## src/rtl/pipe_pkg.sv

```systemverilog
// Shared definitions for the control-bundle pipeline stage registers.
package pipe_pkg;

  typedef enum logic [1:0] {
    ST_EMPTY = 2'd0,
    ST_ONE   = 2'd1,
    ST_FULL  = 2'd2
  } stage_state_e;

  localparam int IDEX_W = 11;

  // ID/EX control bundle, msb first.
  typedef struct packed {
    logic       shift;
    logic [3:0] alu;
    logic       size;
    logic       enable;
    logic       rw;
    logic       load;
    logic       s;
    logic       rf;
  } idex_t;

  localparam idex_t IDEX_NOP = '0;

endpackage

```

## src/rtl/pipe_ctrl_stage.sv

```systemverilog
// Generic control-bundle stage register: valid/ready handshake, optional skid
// slot, flush-to-NOP and a saturating bubble counter.
module pipe_ctrl_stage
  import pipe_pkg::*;
#(
  parameter int               WIDTH   = IDEX_W,
  parameter logic [WIDTH-1:0] NOP_VAL = {WIDTH{1'b0}},
  parameter bit               SKID    = 1'b1,
  parameter int               CNT_W   = 16
) (
  input  logic             CLK,
  input  logic             CLR_N,
  input  logic [WIDTH-1:0] In_Data,
  input  logic             In_Valid,
  output logic             In_Ready,
  output logic [WIDTH-1:0] Out_Data,
  output logic             Out_Valid,
  input  logic             Out_Ready,
  input  logic             Flush,
  output logic [CNT_W-1:0] Bubble_Cnt,
  input  logic             Cnt_Clr
);

  stage_state_e     state_q, state_d;
  logic [WIDTH-1:0] main_q, main_d;
  logic [WIDTH-1:0] skid_q, skid_d;
  logic [CNT_W-1:0] cnt_q;
  logic             acc, con;

  assign Out_Valid  = (state_q != ST_EMPTY);
  assign Out_Data   = main_q;
  assign Bubble_Cnt = cnt_q;

  // The skid variant decodes ready purely from state so Out_Ready never
  // reaches In_Ready combinationally.
  generate
    if (SKID) begin : g_skid_rdy
      assign In_Ready = (state_q != ST_FULL);
    end else begin : g_comb_rdy
      assign In_Ready = Out_Ready | ~Out_Valid;
    end
  endgenerate

  assign acc = In_Valid & In_Ready;
  assign con = Out_Valid & Out_Ready;

  always_comb begin
    state_d = state_q;
    main_d  = main_q;
    skid_d  = skid_q;
    if (Flush) begin
      state_d = ST_EMPTY;
      main_d  = NOP_VAL;
      skid_d  = NOP_VAL;
    end else begin
      case (state_q)
        ST_EMPTY: begin
          if (acc) begin
            state_d = ST_ONE;
            main_d  = In_Data;
          end
        end
        ST_ONE: begin
          if (con && acc) begin
            main_d = In_Data;
          end else if (con) begin
            state_d = ST_EMPTY;
            main_d  = NOP_VAL;
          end else if (acc) begin
            // Only reachable with SKID=1; without it acc implies con here.
            state_d = ST_FULL;
            skid_d  = In_Data;
          end
        end
        ST_FULL: begin
          if (con) begin
            state_d = ST_ONE;
            main_d  = skid_q;
            skid_d  = NOP_VAL;
          end
        end
        default: begin
          state_d = ST_EMPTY;
          main_d  = NOP_VAL;
          skid_d  = NOP_VAL;
        end
      endcase
    end
  end

  always_ff @(posedge CLK or negedge CLR_N) begin
    if (!CLR_N) begin
      state_q <= ST_EMPTY;
      main_q  <= NOP_VAL;
      skid_q  <= NOP_VAL;
    end else begin
      state_q <= state_d;
      main_q  <= main_d;
      skid_q  <= skid_d;
    end
  end

  always_ff @(posedge CLK or negedge CLR_N) begin
    if (!CLR_N) begin
      cnt_q <= '0;
    end else if (Cnt_Clr) begin
      cnt_q <= '0;
    end else if (!Out_Valid && (cnt_q != {CNT_W{1'b1}})) begin
      cnt_q <= cnt_q + {{(CNT_W-1){1'b0}}, 1'b1};
    end
  end

endmodule

```

## config.mk

```make
export PLATFORM = sky130hd
export DESIGN_NAME = pipe_ctrl_stage
export DESIGN_NICKNAME = d
export VERILOG_FILES = /design/src/rtl/pipe_pkg.sv /design/src/rtl/pipe_ctrl_stage.sv
export SDC_FILE = /design/constraint.sdc
export NUM_CORES = 1
export LEC_CHECK = 0
export CAP_MARGIN = 20
export CORE_ASPECT_RATIO = 2
export CORE_MARGIN = 8
export CORE_UTILIZATION = 45
export DETAILED_ROUTE_END_ITERATION = 10
export GPL_TIMING_DRIVEN = 0
export PLACE_DENSITY = 0.77
export SLEW_MARGIN = 20
export SYNTH_ARGS = -nofsm -noshare
export SYNTH_HDL_FRONTEND = slang
export SYNTH_SLANG_ARGS = --single-unit
```

## constraint.sdc

```tcl
create_clock -name CLK -period 1.8 [get_ports CLK]
set_input_delay 0.45 -clock CLK [delete_from_list [all_inputs] [get_ports CLK]]
set_output_delay 0.45 -clock CLK [all_outputs]
set_load 0.01 [all_outputs]
```

======== Word-level counts from Yosys, hierarchy flattened ========
Index checks and enable logic that the tools add are counted.
word-level totals
  flip-flop bits (word level) ............. 40
  bits in latches ......................... 0
  RAM bits ................................ 0
  ROM bits ................................ 0
  input port bits ......................... 17
  output and inout port bits .............. 29
  word-level logic and storage cells ...... 47
  memories kept ........................... 0
cells by class
  add/subtract/negate cells ............... 1
  $mul .................................... 0
  divide/modulo/power cells ............... 0
  order comparisons ....................... 0
  eq/ne operators ......................... 12
  shift operators ......................... 0
  mux-type cells .......................... 19
  bitwise gates (word level) .............. 2
  reductions and logical operators ........ 9
operators with widths
  cell                                                                    count
  11-bit 2-to-1 mux                                                       8
  11-bit case mux with 3 select lines                                     2
  16-bit 2-to-1 mux                                                       2
  16-bit by 1-bit adder with 16-bit output (second input constant)        1
  16-bit inequality test (second input constant)                          1
  3-bit inequality test (second input constant)                           5
  2-bit 2-to-1 mux                                                        6
  4-bit inequality test (second input constant)                           2
  2-bit case mux with 3 select lines                                      1
  5-bit AND reduction                                                     1
  2-bit inequality test (second input constant)                           2
  4-bit AND reduction                                                     1
  2-bit nonzero test                                                      2
  3-bit AND reduction                                                     1
  1-bit AND                                                               2
  2-bit by 1-bit equality test with 1-bit output (second input constant)  1
  2-bit equality test (second input constant)                             1
  1-bit logical AND                                                       2
  2-bit logical NOT                                                       1
  1-bit logical NOT                                                       1

======== Longest topological paths before layout ========
Gate-level depths: netlist of the first run.
  word-level depth ........................ 7
  depth in mapped cells ................... 6

======== Worst setup path before layout of the first run ========
No wires, ideal clock.
  path type ............................... register to register
  from .................................... register cnt_q[0] (netlist: Bubble_Cnt[0])
  to ...................................... register cnt_q[5] (netlist: Bubble_Cnt[5])
  library setup time ...................... 125 ps
  arrival time ............................ 1,672 ps
  required time ........................... 1,675 ps
  slack ................................... 3 ps
  cell stages (with the launch flop) ...... 7
  path buffers ............................ 1
  cells stage by stage .................... dfrtp_1 > ha_1 > nand3_2 > nor4b_4 > buf_6 > nor2_1 > mux2_4
on the way
  longest elaborated chain between the ends .. 3
ends and longest elaborated chain
  item                                                                                       line                                            RTL
  from (decl)                                                                                pipe_ctrl_stage.sv:27                           logic [CNT_W-1:0] cnt_q;
  from (signal assigned)                                                                     pipe_ctrl_stage.sv:109                          cnt_q <= cnt_q + {{(CNT_W-1){1'b0}}, 1'b1};
  16-bit by 1-bit adder with 16-bit output / 16-bit inequality test (equally long branches)  pipe_ctrl_stage.sv:109, pipe_ctrl_stage.sv:108
  16-bit 2-to-1 mux / 1-bit logical AND (equally long branches)                              pipe_ctrl_stage.sv:108                          end else if (!Out_Valid && (cnt_q != {CNT_W{1'b1}})) begin
  16-bit 2-to-1 mux / 2-bit nonzero test (equally long branches)                             n/a
Parallel ways exist; a longest one is shown, timed or not. The select of a mux whose other input is x is not followed.
A chain may end at the register's enable or synchronous reset.

======== Worst setup path after layout of the first run ========
  from .................................... register state_q[0]
  to ...................................... output port In_Ready
on the way
  longest elaborated chain between the ends .. 1
ends and longest elaborated chain
  item                    line                   RTL
  from (decl)             pipe_ctrl_stage.sv:24  stage_state_e state_q, state_d;
  from (signal assigned)  pipe_ctrl_stage.sv:97  state_q <= state_d;
  2-bit inequality test   pipe_ctrl_stage.sv:38  assign In_Ready = (state_q != ST_FULL);
  to (decl)               pipe_ctrl_stage.sv:15  output logic In_Ready,
Every way passes these cells.

==> qor.log, run 1 <==
[floorplan] row count 35
[yosys] main combinational cell family by area after synthesis simple AND/OR/NAND/NOR gates
[yosys] share of synthesized area occupied by flip-flops and latches 47.8%
[power] PD cells 713 mW/mm^2
[setup_path] Setup CP Type flop to output pin
[setup_path] reg2reg end Bubble_Cnt[7]
[global_routing] GR Overflow Total 0
[cells_and_area] final instance count without filler cells 324
[power] proportion of power drawn by the clock network 36.2%
[setup_path] endpoint kind of the worst setup timing path output pin
[route] post-route ant nets 0
[yosys] number of distinct standard cells referenced by the synthesized netlist 38
[power] Logic pwr share 16.7%
[setup_path] number of cells traversed by the worst register-to-register path 5
[status] status complete, no violations
[setup_path] family of cells with the greatest summed delay on the critical path buffers and inverters
[setup_path] cell with the biggest individual delay on the critical path sky130_fd_sc_hd__dfrtp_1
[floorplan] initial core utilization 46.0%
[floorplan] Die Ht 112 um
[route] DR vias/cell 5.71
[power] power share of the sequential group 47.1%
[clocking] clock slew at reported path FFs 0.09 ns
[cells_and_area] share of layout cells above drive strength 1 22.3%
[floorplan] die width 64.2 um
[yosys] post-synthesis mux area share 8.00%
[setup_path] launching element type of the critical path flop
[setup_path] cell seen most often among critical-path stages sky130_fd_sc_hd__buf_6
[yosys] simple-gate area share of the yosys netlist 18.8%
[global_routing] GRT Total Usage 15.2%
[clocking] level count of the clock H-tree 2
[placement] final weighted congestion in routability-driven placement 0.868
[power] NetSw 535 uW
[route] via count 1849
[cells_and_area] number of nets in the layout 286
[setup_path] Critical Path AT 1.32 ns
[global_routing] via count of the first global-routing pass 1936
[power] maximum VDD drop 0.675 mV
[sta] post-route clock period utilization 98.6%
[cells_and_area] Antenna Diode Count 0
[floorplan] top-level I/O count 46
[yosys] Post-Syn Nets 221
[yosys] Post-synth EDFFs 0
[setup_path] required time at the worst-slack endpoint 1.35 ns
[route] detailed-router iteration count before antenna repair 4
[global_routing] largest net degree at the start of global routing 30
[route] starting DRC count in detailed routing 46
[clocking] clock net sink count 40
[global_routing] initial antenna violation count 0
[sta] total negative slack 0 ns
[min_path] path category of the worst min-delay check input pin to asynchronous set/reset pin
[setup_path] maximum net fanout on the critical path 8
[route] total detailed-routing wirelength 5.52 mm
[sta] slew at the pin with the worst max-slew slack 0.482 ns
[power] P_int 1.53 mW
[sta] fin. max-slew vios 0
[job] max capacitance violation total 0
[clocking] Bufs on Longest Clock Path 2
[cells_and_area] area used by multi-input combinational logic 0.00101 sq mm
[sta] Setup-failing EPs final 0
[power] sw frac 25.9%
[setup_path] CP Buf/Inv Count 4
[setup_path] delay of the slowest critical-path stage 0.38 ns
[power] leakage power total 1.24 nW
[yosys] leading register cell type out of synthesis sky130_fd_sc_hd__dfrtp_1
[power] post-layout total power 2.06 mW
[clocking] CTS root buffer sky130_fd_sc_hd__clkbuf_8
[sta] highest achievable clock rate 564 MHz
[setup_path] crit path cell chain buf_6, nor2_4, buf_6, inv_1, dlygate4sd2_1
[route] remaining design rule violation count 0
[placement] Placed Cells 303
[sta] final-report hold violation count 0
[global_routing] wire length of the first global-routing pass 8.96 mm
[placement] IO buf count 44
[floorplan] core box area 0.00455 sq mm
[setup_path] origin of the worst setup path state_q[0]
[cells_and_area] Register Area 0.00102 sq mm
[sta] Final min period 1.77 ns
[sta] Fin Clk Skew 0.0110 ns
[clocking] hold buffers post-CTS 0
[yosys] fraction of the mapped netlist area in compound gates 18.6%
[setup_path] reg-to-reg slack, setup 0.06 ns
[floorplan] DIE AREA 0.00723 sq mm
[cells_and_area] final standard cell utilization of the core 63.5%
[clocking] Num CTS Buffers 5
[sta] unrepaired setup endpoints after global routing true
[placement] HPWL reported at the end of detailed placement 4.02 mm
[yosys] fraction of the mapped netlist area in adder cells 0.597%
[yosys] post-synthesis sequential element count 40
[cells_and_area] layout-stage area growth over the synthesis result 38.2%
[yosys] mapped cell area 0.00209 sq mm
[yosys] yosys warns 0
[clocking] clock tree from TritonCTS done
[setup_path] capture point of the worst path In_Ready
[yosys] synthesized-area fraction occupied by xor and xnor cells 0.418%
[cells_and_area] final-layout fill cell count 364
[yosys] number of instances in the synthesized netlist 203
[sta] Relative slew margins 67.9%
[setup_path] reg2reg start Bubble_Cnt[5]
[clocking] latest clock arrival within the worst-skew pair 0.30 ns
[route] average wire length per cell after detail routing 17.0 um
[yosys] async set-reset flop share out of synthesis 100%
[yosys] mean area per synthesized cell 10.3 sq um
[setup_path] number of cells on the critical path 5
metal layers:
metal,global-route usage [%],share of wire (%),up-vias
met5,0,0,-
li1,-,-,873
met4,7.48,2.7,0
met1,13.8,34,912
met3,3.69,4.6,14
met2,29.4,59,50
metrics by stage:
step	setup slack, ns	hold WS (ns)	cell area, sq um
3_3_place_gp	-0.730	0.489	2600
6_report	0.0257	0.0247	2890
2_1_floorplan	0.00271	0.154	2090
4_1_cts	0.0122	0.0346	2810
5_1_grt	-0.0307	0.0405	2890
3_5_place_dp	-0.427	0.358	2620
cell families (layout without fill, tap and decap cells):
kind of cell    count (synthesis)  count (layout)
flops                          40              40
buf+inv                        27              93
compound gates                 54              54
simple gates                   64              64
mux                            16              16
xor+xnor                        1               1
fa+ha+maj                       1               1
synth_stat cells, drive strengths merged (3+ instances only):
master  instances  area (sq um)
clkbuf          4          15.0
mux2            3          37.5
mux2i          13           130
nor2           11          48.8
nand3           5          30.0
or3             5          31.3
nand4           6          52.6
nor2b           3          18.8
a21oi          16          80.1
nand2          15          56.3
inv            16          60.1
dfrtp          40          1000
o21ai           7          35.0
o31ai           6          45.0
buf             7          46.3
or4             6          45.0
a22o           22           193
layout by cell type, fill, tap and decap left out, types with 7 or more instances in the layout:
cell                              synthesis  layout
sky130_fd_sc_hd__nor2_1                  10       9
sky130_fd_sc_hd__mux2i_1                 13      13
sky130_fd_sc_hd__dfrtp_1                 40      27
sky130_fd_sc_hd__buf_4                    0      11
sky130_fd_sc_hd__a22o_1                  22      22
sky130_fd_sc_hd__clkdlybuf4s50_1          0      41
sky130_fd_sc_hd__dfrtp_2                  0      13
sky130_fd_sc_hd__o21ai_0                  7       7
sky130_fd_sc_hd__inv_1                   15      14
sky130_fd_sc_hd__a21oi_1                 16      16
sky130_fd_sc_hd__nand2_1                 15      15
worst reg2reg max path: cells and delay by family (launching register included):
family | cells | cell delay [ns]
compound gates | 1 | 0.16
buf+inv | 1 | 0.16
flops | 1 | 0.45
simple gates | 3 | 0.90
sequential cells by signal, summed over array words and instances, names as in the netlist:
name and count:
skid_q 11, Bubble_Cnt 16, state_q 2, Out_Data 11
repair_timing:
action | 4_1_cts | 5_1_grt
pin swaps | 3 | 2
setup endpoints to repair | 24 | 34
buffers inserted | 6 | 7
gates resized for setup | 22 | 14
power groups by stage:
stage          Combinational (mW)  Clock (mW)  Sequential [mW]
6_report                    0.345       0.748            0.972
3_5_place_dp                0.320           0            0.985
5_1_grt                     0.376       0.800            0.977
2_1_floorplan               0.150           0            0.992
3_3_place_gp                0.307           0            0.985
4_1_cts                     0.333       0.762            0.972
worst min-delay path by stage:
stage | start | end | slack (ns) | cells after the start
2_1_floorplan | CLR_N | Bubble_Cnt[0] | 0.15 | 0
3_3_place_gp | Out_Data[3] | Out_Data[3] | 0.49 | 1
3_5_place_dp | CLR_N | skid_q[2] | 0.36 | 1
4_1_cts | CLR_N | Out_Data[2] | 0.03 | 1
5_1_grt | CLR_N | Out_Data[2] | 0.04 | 1
6_report | CLR_N | Out_Data[2] | 0.02 | 1
area by class of cell:
| type | instances | share of cell area [%] |
|---|---|---|
| Sequential cell | 40 | 35.1 |
| Multi-Input combinational cell | 136 | 34.8 |
| Timing Repair Buffer | 58 | 18.9 |
| Buffer | 11 | 2.77 |
| Clock buffer | 5 | 2.38 |
| Tap cell | 55 | 2.38 |
| Inverter | 16 | 2.08 |
| Clock inverter | 3 | 1.47 |
(Power assumes the default switching activity.)
==> run 2, diff against run 1 <==
Settings changed: CORE_UTILIZATION 45 to 47, CTS_BUF_LIST set to sky130_fd_sc_hd__clkbuf_8, MAX_ROUTING_LAYER set to met4, PLACE_DENSITY 0.77 to 0.8.
==> run 2 against run 1 <==
Effect of this change:
- final cell count unchanged
- flip-flop and latch count unchanged
- die area decreased by 3.4%
==> qor.log, run 2 (same netlist as run 1, synthesis figures left out) <==
[clocking] latest clock arrival within the worst-skew pair 0.29 ns
[route] DR vias/cell 5.70
[route] detailed-router iteration count before antenna repair 4
[power] leakage power total 1.29 nW
[setup_path] capture point of the worst path Bubble_Cnt[2]
[sta] unrepaired setup endpoints after global routing true
[setup_path] maximum net fanout on the critical path 7
[route] remaining design rule violation count 0
[route] average wire length per cell after detail routing 16.9 um
[power] power share of the sequential group 47.6%
[setup_path] number of cells traversed by the worst register-to-register path 5
[cells_and_area] Antenna Diode Count 0
[setup_path] CP Buf/Inv Count 1
[power] Logic pwr share 16.9%
[global_routing] global routing usage on met1 15.3%
[setup_path] reg2reg start Bubble_Cnt[0]
[clocking] clock net sink count 40
[clocking] clock slew at reported path FFs 0.08 ns
[sta] Setup-failing EPs final 0
[setup_path] Setup CP Type flop to output pin
[sta] post-route clock period utilization 98.3%
[placement] placement-stage cell area 0.00262 sq mm
[sta] Relative slew margins 67.2%
[cells_and_area] final instance area 0.00290 sq mm
[sta] Fin Clk Skew 0.00620 ns
[floorplan] Die Ht 110 um
[sta] fin. max-slew vios 0
[setup_path] required time at the worst-slack endpoint 1.35 ns
[route] total detailed-routing wirelength 5.48 mm
[power] maximum VDD drop 0.691 mV
[cells_and_area] most common library cell in the layout ignoring fill and taps sky130_fd_sc_hd__clkdlybuf4s50_1
[global_routing] met3 Usage GRT 2.94%
[power] NetSw 521 uW
[floorplan] DIE AREA 0.00698 sq mm
[sta] highest achievable clock rate 565 MHz
[sta] slew at the pin with the worst max-slew slack 0.493 ns
[power] P_int 1.52 mW
[setup_path] delay of the slowest critical-path stage 0.57 ns
[placement] HPWL reported at the end of detailed placement 3.92 mm
[job] max capacitance violation total 0
[setup_path] cell with the biggest individual delay on the critical path sky130_fd_sc_hd__clkdlybuf4s50_1
[cells_and_area] share of layout cells above drive strength 1 21.5%
[setup_path] crit path cell chain clkdlybuf4s50_1
[setup_path] reg2reg end Bubble_Cnt[10]
[floorplan] core box area 0.00434 sq mm
[setup_path] Critical Path AT 1.32 ns
[setup_path] family of cells with the greatest summed delay on the critical path buffers and inverters
[status] status complete, no violations
[placement] IO buf count 44
[power] proportion of power drawn by the clock network 35.5%
[min_path] path category of the worst min-delay check input pin to asynchronous set/reset pin
[route] starting DRC count in detailed routing 44
[floorplan] die width 63.2 um
[route] post-route ant nets 0
[placement] Placed Cells 302
[global_routing] Most Crowded Layer GR met2
[cells_and_area] final instance count without filler cells 324
[clocking] clock tree from TritonCTS done
[setup_path] reg-to-reg slack, setup 0.06 ns
[cells_and_area] number of nets in the layout 287
[sta] final-report hold violation count 0
[global_routing] via count of the first global-routing pass 1893
[clocking] Num CTS Buffers 5
[global_routing] initial antenna violation count 0
[global_routing] largest net degree at the start of global routing 27
[setup_path] endpoint kind of the worst setup timing path output pin
[power] PD cells 704 mW/mm^2
[floorplan] initial core utilization 48.3%
[cells_and_area] layout-stage area growth over the synthesis result 38.5%
[global_routing] GR Overflow Total 0
[placement] final weighted congestion in routability-driven placement 0.850
[sta] Final min period 1.77 ns
[setup_path] number of cells on the critical path 1
[power] sw frac 25.5%
[route] via count 1848
[power] post-layout total power 2.04 mW
[global_routing] GR Util met2 30.4%
[clocking] Bufs on Longest Clock Path 2
[clocking] level count of the clock H-tree 2
[global_routing] GRT Total Usage 16.2%
[cells_and_area] most frequent cells in the layout sky130_fd_sc_hd__clkdlybuf4s50_1, sky130_fd_sc_hd__dfrtp_1, sky130_fd_sc_hd__a22o_1
[global_routing] wire length of the first global-routing pass 9.05 mm
[setup_path] origin of the worst setup path Bubble_Cnt[2]
[floorplan] top-level I/O count 46
[setup_path] launching element type of the critical path flop
[floorplan] row count 34
[cells_and_area] Largest register FFs 16
[clocking] CTS root buffer sky130_fd_sc_hd__clkbuf_8
## run 2: changes by cell type in the layout (fill, tap and decap cells not counted), moves of 2 or more
cell	delta
sky130_fd_sc_hd__clkdlybuf4s50_1	-3
sky130_fd_sc_hd__dfrtp_1	+3
sky130_fd_sc_hd__dfrtp_2	-3
sky130_fd_sc_hd__buf_4	+2
sky130_fd_sc_hd__dlymetal6s2s_1	+3
## run 2: repair_timing
item / CTS / global route
setup buffers: 5 / 9
endpoints found under the setup margin: 16 / 36
pin swaps: 3 / 1
gates resized for setup: 19 / 21
hold buffers: 0 / 0
gates cloned: 0 / 1
## run 2: worst min path at each step
stage | slack, ns | startpoint | cells after the start | to
floorplan | 0.15 | CLR_N | 0 | Bubble_Cnt[0]
global placement | 0.49 | Out_Data[2] | 1 | Out_Data[2]
detailed placement | 0.39 | CLR_N | 1 | skid_q[1]
CTS | 0.07 | CLR_N | 1 | skid_q[1]
global route | 0.09 | CLR_N | 1 | skid_q[1]
finish | 0.07 | CLR_N | 1 | skid_q[1]
## run 2: metal layers
metal | routed length [um] | up-vias | part of all wire, %
met2 | 3220 | 46 | 59
met5 | 0 | - | 0
met4 | 147 | 0 | 2.7
li1 | - | 877 | -
met1 | 1950 | 910 | 36
met3 | 167 | 15 | 3.0
## run 2: power groups by stage
stage,combinational [mW],sequential (mW),clock (mW)
floorplan,0.150,0.992,0
global placement,0.308,0.985,0
detailed placement,0.320,0.985,0
CTS,0.331,0.968,0.739
global route,0.376,0.976,0.766
finish,0.346,0.972,0.726
## run 2: final cells by class
type,instances,area [sq um]
multi-input cells,136,1010
inverters,16,60.1
clock inverters,3,38.8
flip-flops and latches,40,1010
well taps,54,67.6
clock buffers,5,68.8
fillers,368,1440
repair buffers,60,578
plain buffers,10,68.8
## run 2: through the flow
step                utilization [%]  setup TNS [ns]  setup slack [ns]  hold WS [ns]
floorplan                         -               0           0.00271         0.154
global placement               60.0          -35.34            -0.745         0.489
detailed placement             60.3           -6.34            -0.393         0.389
CTS                            64.2               0           0.00291        0.0734
global route                   66.9          -0.114           -0.0337        0.0910
finish                         66.9               0            0.0301        0.0665
==> run 3, diff against run 2 <==
Settings changed: CORE_UTILIZATION 47 to 25, HOLD_SLACK_MARGIN set to 0.02, PLACE_DENSITY 0.8 to 0.49.
==> run 3 against run 2 <==
Effect of this change:
- largest power group unchanged
- worst setup slack better by 0.027 ns
- first-iteration DRC count is 32% higher
- cell area is 3.7% higher
- maximum frequency is 1.5% higher
- global-route usage is 5.3 points lower
- clock power is 6.3% higher
- clock-buffer cell count stayed put
- non-clock buffer count is 4 higher
- combinational power hardly changed
==> qor.log, run 3 (same netlist as run 1, synthesis figures left out) <==
[route] remaining design rule violation count 0
[setup_path] CP Buf/Inv Count 1
[setup_path] required time at the worst-slack endpoint 1.35 ns
[global_routing] Most Crowded Layer GR met2
[sta] post-route clock period utilization 96.9%
[route] starting DRC count in detailed routing 58
[route] detailed-router iteration count before antenna repair 4
[global_routing] GR Util met2 18.9%
[power] power share of the sequential group 46.4%
[route] via count 1843
[cells_and_area] layout-stage area growth over the synthesis result 43.6%
[power] PD cells 695 mW/mm^2
[global_routing] via count of the first global-routing pass 1863
[min_path] path category of the worst min-delay check input pin to asynchronous set/reset pin
[clocking] clock slew at reported path FFs 0.08 ns
[floorplan] core box area 0.00823 sq mm
[sta] Final min period 1.74 ns
[status] status complete, no violations
[power] leakage power total 1.30 nW
[sta] total negative slack 0 ns
[sta] Fin Clk Skew 0.00793 ns
[setup_path] endpoint kind of the worst setup timing path output pin
[placement] Placed Cells 346
[clocking] level count of the clock H-tree 2
[power] Logic pwr share 16.7%
[cells_and_area] Antenna Diode Count 0
[clocking] CTS root buffer sky130_fd_sc_hd__clkbuf_8
[cells_and_area] final instance count without filler cells 372
[sta] highest achievable clock rate 574 MHz
[sta] fin. max-slew vios 0
[sta] slew at the pin with the worst max-slew slack 0.545 ns
[setup_path] crit path cell chain clkdlybuf4s50_1
[floorplan] die width 80.7 um
[power] sw frac 26.6%
[global_routing] largest net degree at the start of global routing 22
[setup_path] Setup CP Type flop to output pin
[global_routing] initial antenna violation count 0
[floorplan] initial core utilization 25.4%
[setup_path] family of cells with the greatest summed delay on the critical path buffers and inverters
[global_routing] global routing usage on met1 11.0%
[route] DR vias/cell 4.95
[clocking] Bufs on Longest Clock Path 2
[setup_path] number of cells traversed by the worst register-to-register path 6
[placement] HPWL reported at the end of detailed placement 4.33 mm
[setup_path] cell with the biggest individual delay on the critical path sky130_fd_sc_hd__clkdlybuf4s50_1
[route] post-route ant nets 0
[clocking] clock net sink count 40
[setup_path] reg2reg start Bubble_Cnt[0]
[power] proportion of power drawn by the clock network 36.9%
[sta] Setup-failing EPs final 0
[placement] placement-stage cell area 0.00268 sq mm
[route] total detailed-routing wirelength 6.03 mm
[floorplan] Die Ht 145 um
[floorplan] top-level I/O count 46
[setup_path] reg2reg end Bubble_Cnt[3]
[clocking] hold buffers post-CTS 0
[placement] final weighted congestion in routability-driven placement 0.760
[power] maximum VDD drop 0.404 mV
[global_routing] GRT Total Usage 10.8%
[route] average wire length per cell after detail routing 16.2 um
[setup_path] launching element type of the critical path flop
[cells_and_area] most common library cell in the layout ignoring fill and taps sky130_fd_sc_hd__clkdlybuf4s50_1
[global_routing] GR Overflow Total 0
[sta] setup ws final 0.0567 ns
[sta] final-report hold violation count 0
[cells_and_area] final instance area 0.00301 sq mm
[clocking] Num CTS Buffers 5
[power] NetSw 556 uW
[setup_path] delay of the slowest critical-path stage 0.56 ns
[setup_path] Critical Path AT 1.29 ns
[cells_and_area] number of nets in the layout 291
[placement] IO buf count 44
[global_routing] wire length of the first global-routing pass 9.59 mm
[job] max capacitance violation total 0
[floorplan] DIE AREA 0.0117 sq mm
[global_routing] met3 Usage GRT 1.98%
[clocking] latest clock arrival within the worst-skew pair 0.30 ns
[setup_path] maximum net fanout on the critical path 5
[setup_path] reg-to-reg slack, setup 0.09 ns
[power] P_int 1.53 mW
[cells_and_area] most frequent cells in the layout sky130_fd_sc_hd__clkdlybuf4s50_1, sky130_fd_sc_hd__dfrtp_1, sky130_fd_sc_hd__a22o_1
[placement] worst slack after detailed placement -0.488 ns
[floorplan] row count 47
[cells_and_area] Largest register FFs 16
[clocking] clock tree from TritonCTS done
[sta] Relative slew margins 63.7%
[cells_and_area] share of layout cells above drive strength 1 24.1%
[cells_and_area] final standard cell utilization of the core 36.5%
==> run 3: worst max path at each step <==
stage | startpoint | end | slack (ns) | depth (start not counted)
6_report | Bubble_Cnt[8] | Bubble_Cnt[8] | 0.06 | 1
5_1_grt | Bubble_Cnt[0] | Bubble_Cnt[3] | -0.006 | 6
4_1_cts | state_q[1] | In_Ready | -0.009 | 5
3_5_place_dp | state_q[1] | In_Ready | -0.49 | 5
3_3_place_gp | CLR_N | Out_Data[3] | -0.92 | 1
2_1_floorplan | Bubble_Cnt[0] | Bubble_Cnt[5] | 0.003 | 6
==> run 3: per-layer routing <==
layer / part of all wire [%] / wire length, um
met4: 3.0 / 180
met5: 0 / 0
met2: 54 / 3260
met1: 38 / 2310
met3: 4.7 / 283
==> run 3: final cells by class <==
type,count,area (sq um)
fillers,857,5230
multi-input cells,136,1020
flip-flops and latches,40,1010
repair buffers,63,593
well taps,98,123
plain buffers,11,80.1
clock buffers,5,68.8
inverters,16,62.6
clock inverters,3,46.3
==> run 3: power by group through the flow <==
stage	Clock, mW	Combinational [mW]	Sequential, mW
after floorplan	0	0.150	0.992
after global placement	0	0.323	0.985
after detailed placement	0	0.330	0.985
after CTS	0.821	0.345	0.972
after global routing	0.846	0.386	0.977
final	0.772	0.349	0.970
==> run 3: repair_timing <==
item,in CTS,in global routing
gates cloned,0,1
resized for setup,29,15
pin swaps,3,4
buffers inserted,6,11
endpoints found under the setup margin,35,32
==> run 3: through the flow <==
stage          power, mW  hold slack, ns
2_1_floorplan       1.14           0.154
3_3_place_gp        1.31           0.493
3_5_place_dp        1.31           0.467
4_1_cts             2.14           0.118
5_1_grt             2.21           0.151
6_report            2.09           0.125
==> RTL edit (config.mk and constraints of run 3) <==
Change the parameter `SKID` from 1'b1 to 1'b0.
--- a/src/rtl/pipe_ctrl_stage.sv
+++ b/src/rtl/pipe_ctrl_stage.sv
@@ -5,7 +5,7 @@
 #(
   parameter int               WIDTH   = IDEX_W,
   parameter logic [WIDTH-1:0] NOP_VAL = {WIDTH{1'b0}},
-  parameter bit               SKID    = 1'b1,
+  parameter bit               SKID    = 1'b0,
   parameter int               CNT_W   = 16
 ) (
   input  logic             CLK,
Check against the original RTL: not equivalent (a bounded check fails within 4 cycles, from zero or initial values).
==> RTL edit against run 3 <==
- sequential power fell by 2.8%
- area after synthesis fell by 6.6%
- total power fell by 13%
- cell area fell by 6.9%
- wire length fell by 7.3%
- worst setup slack got worse by 10 ps
- sequential cell count did not move
- first-iteration DRC count rose by 31%
- global-route usage barely moved
- largest power group unchanged
==> RTL edit: results <==
export IMPL_outcome="finished, final reports clean"
export IMPL_synth_mux_area_share_pct=1.02
export IMPL_dp_hpwl_mm=4.16
export IMPL_buffers=69
export IMPL_power_switching_uw=466
export IMPL_yosysUniqueCellTypes=46
export IMPL_clock_skew_ps=6.88
export IMPL_multi_input_area_sq_um=931
export IMPL_r2r_end="Bubble_Cnt[14]"
export IMPL_multi_input_gates=120
export IMPL_hold_slack_ps=18.1
export IMPL_wire_per_inst_um=16.6
export IMPL_syn_area_sq_um=1960
export IMPL_clkCellAreaFrac_pct=3.22
export IMPL_p_leak_nw=1.23
export IMPL_n_all_inverters=6
export IMPL_synth_net_count=195
export IMPL_nets=260
export IMPL_synth_compound_gate_area_share_pct=23.2
export IMPL_dr_first_iter_drc_count=76
export IMPL_synth_seq_area_share_pct=51.2
export IMPL_grt_max_degree=31
export IMPL_syn2layout_area_growth_pct=43.1
export IMPL_synth_commonest_cells="40 x dfrtp_1, 22 x a22o_1, 12 x a21oi_1, 11 x and2_1, 7 x nand2_1"
export IMPL_nonClkBufAreaFrac_pct=22.4
export IMPL_tightest_slew_ps=511
export IMPL_r2r_cells=5
export IMPL_synthAdderAreaFrac_pct=0.639
export IMPL_fillCellCount=779
export IMPL_drive_gt1_share_pct=21.4
export IMPL_grt_usage_pct=10.9
export IMPL_gp_congestion=0.782
export IMPL_grt_pass1_wl_mm=9.31
export IMPL_nClkBuffers=6
export IMPL_ff_latch_area_sq_um=1010
export IMPL_post_drt_via_cell_ratio=4.94
export IMPL_synthXorXnorAreaFrac_pct=0.448
## RTL edit: cell count changes after synthesis, moves of 3 or more
cell,run 3,this run
and2_1,0,11
mux2i_1,13,2
inv_1,15,6
nand2_1,15,7
a21oi_1,16,12
nor2_1,10,6
buf_2,4,1
or4_1,6,3
## RTL edit: worst reg2reg max path: stages (launching register included)
cell	delay, ps
dfrtp_2	420
ha_4	160
and4_4	240
o2111a_2	250
or4b_1	440
a21oi_1	160
## RTL edit: power groups by stage
stage | clock (mW) | combinational, mW | sequential [mW]
finish | 0.627 | 0.256 | 0.943
CTS | 0.658 | 0.255 | 0.944
floorplan | 0 | 0.0921 | 0.969
detailed placement | 0 | 0.238 | 0.961
global placement | 0 | 0.232 | 0.963
global route | 0.685 | 0.281 | 0.947
## RTL edit: worst max-delay path by stage
stage	end	startpoint	slack, ps	depth (start not counted)
2_1_floorplan	Bubble_Cnt[14]	Bubble_Cnt[1]	8	5
3_3_place_gp	Bubble_Cnt[0]	CLR_N	-1000	1
3_5_place_dp	In_Ready	Out_Ready	-430	4
4_1_cts	Bubble_Cnt[13]	state_q[1]	10	7
5_1_grt	Bubble_Cnt[1]	Bubble_Cnt[9]	-30	7
6_report	Bubble_Cnt[4]	Bubble_Cnt[4]	50	1
## RTL edit: layer usage
metal  GRT usage [%]  wire length (um)  vias to the layer above  share of wire [%]
li1                -                 -                      807                  -
met1            10.3              2090                      817                 37
met2            19.7              3150                       32                 56
met3            2.87               250                        8                4.5
met4            5.11               105                        0                1.9
met5               -                 0                        -                  0
## RTL edit: what timing repair did
| item | in CTS | in global routing |
|---|---|---|
| hold endpoints to repair | 0 | 0 |
| buffers inserted | 8 | 5 |
| pin swaps | 1 | 6 |
| endpoints found under the setup margin | 30 | 28 |
| resized for setup | 19 | 18 |
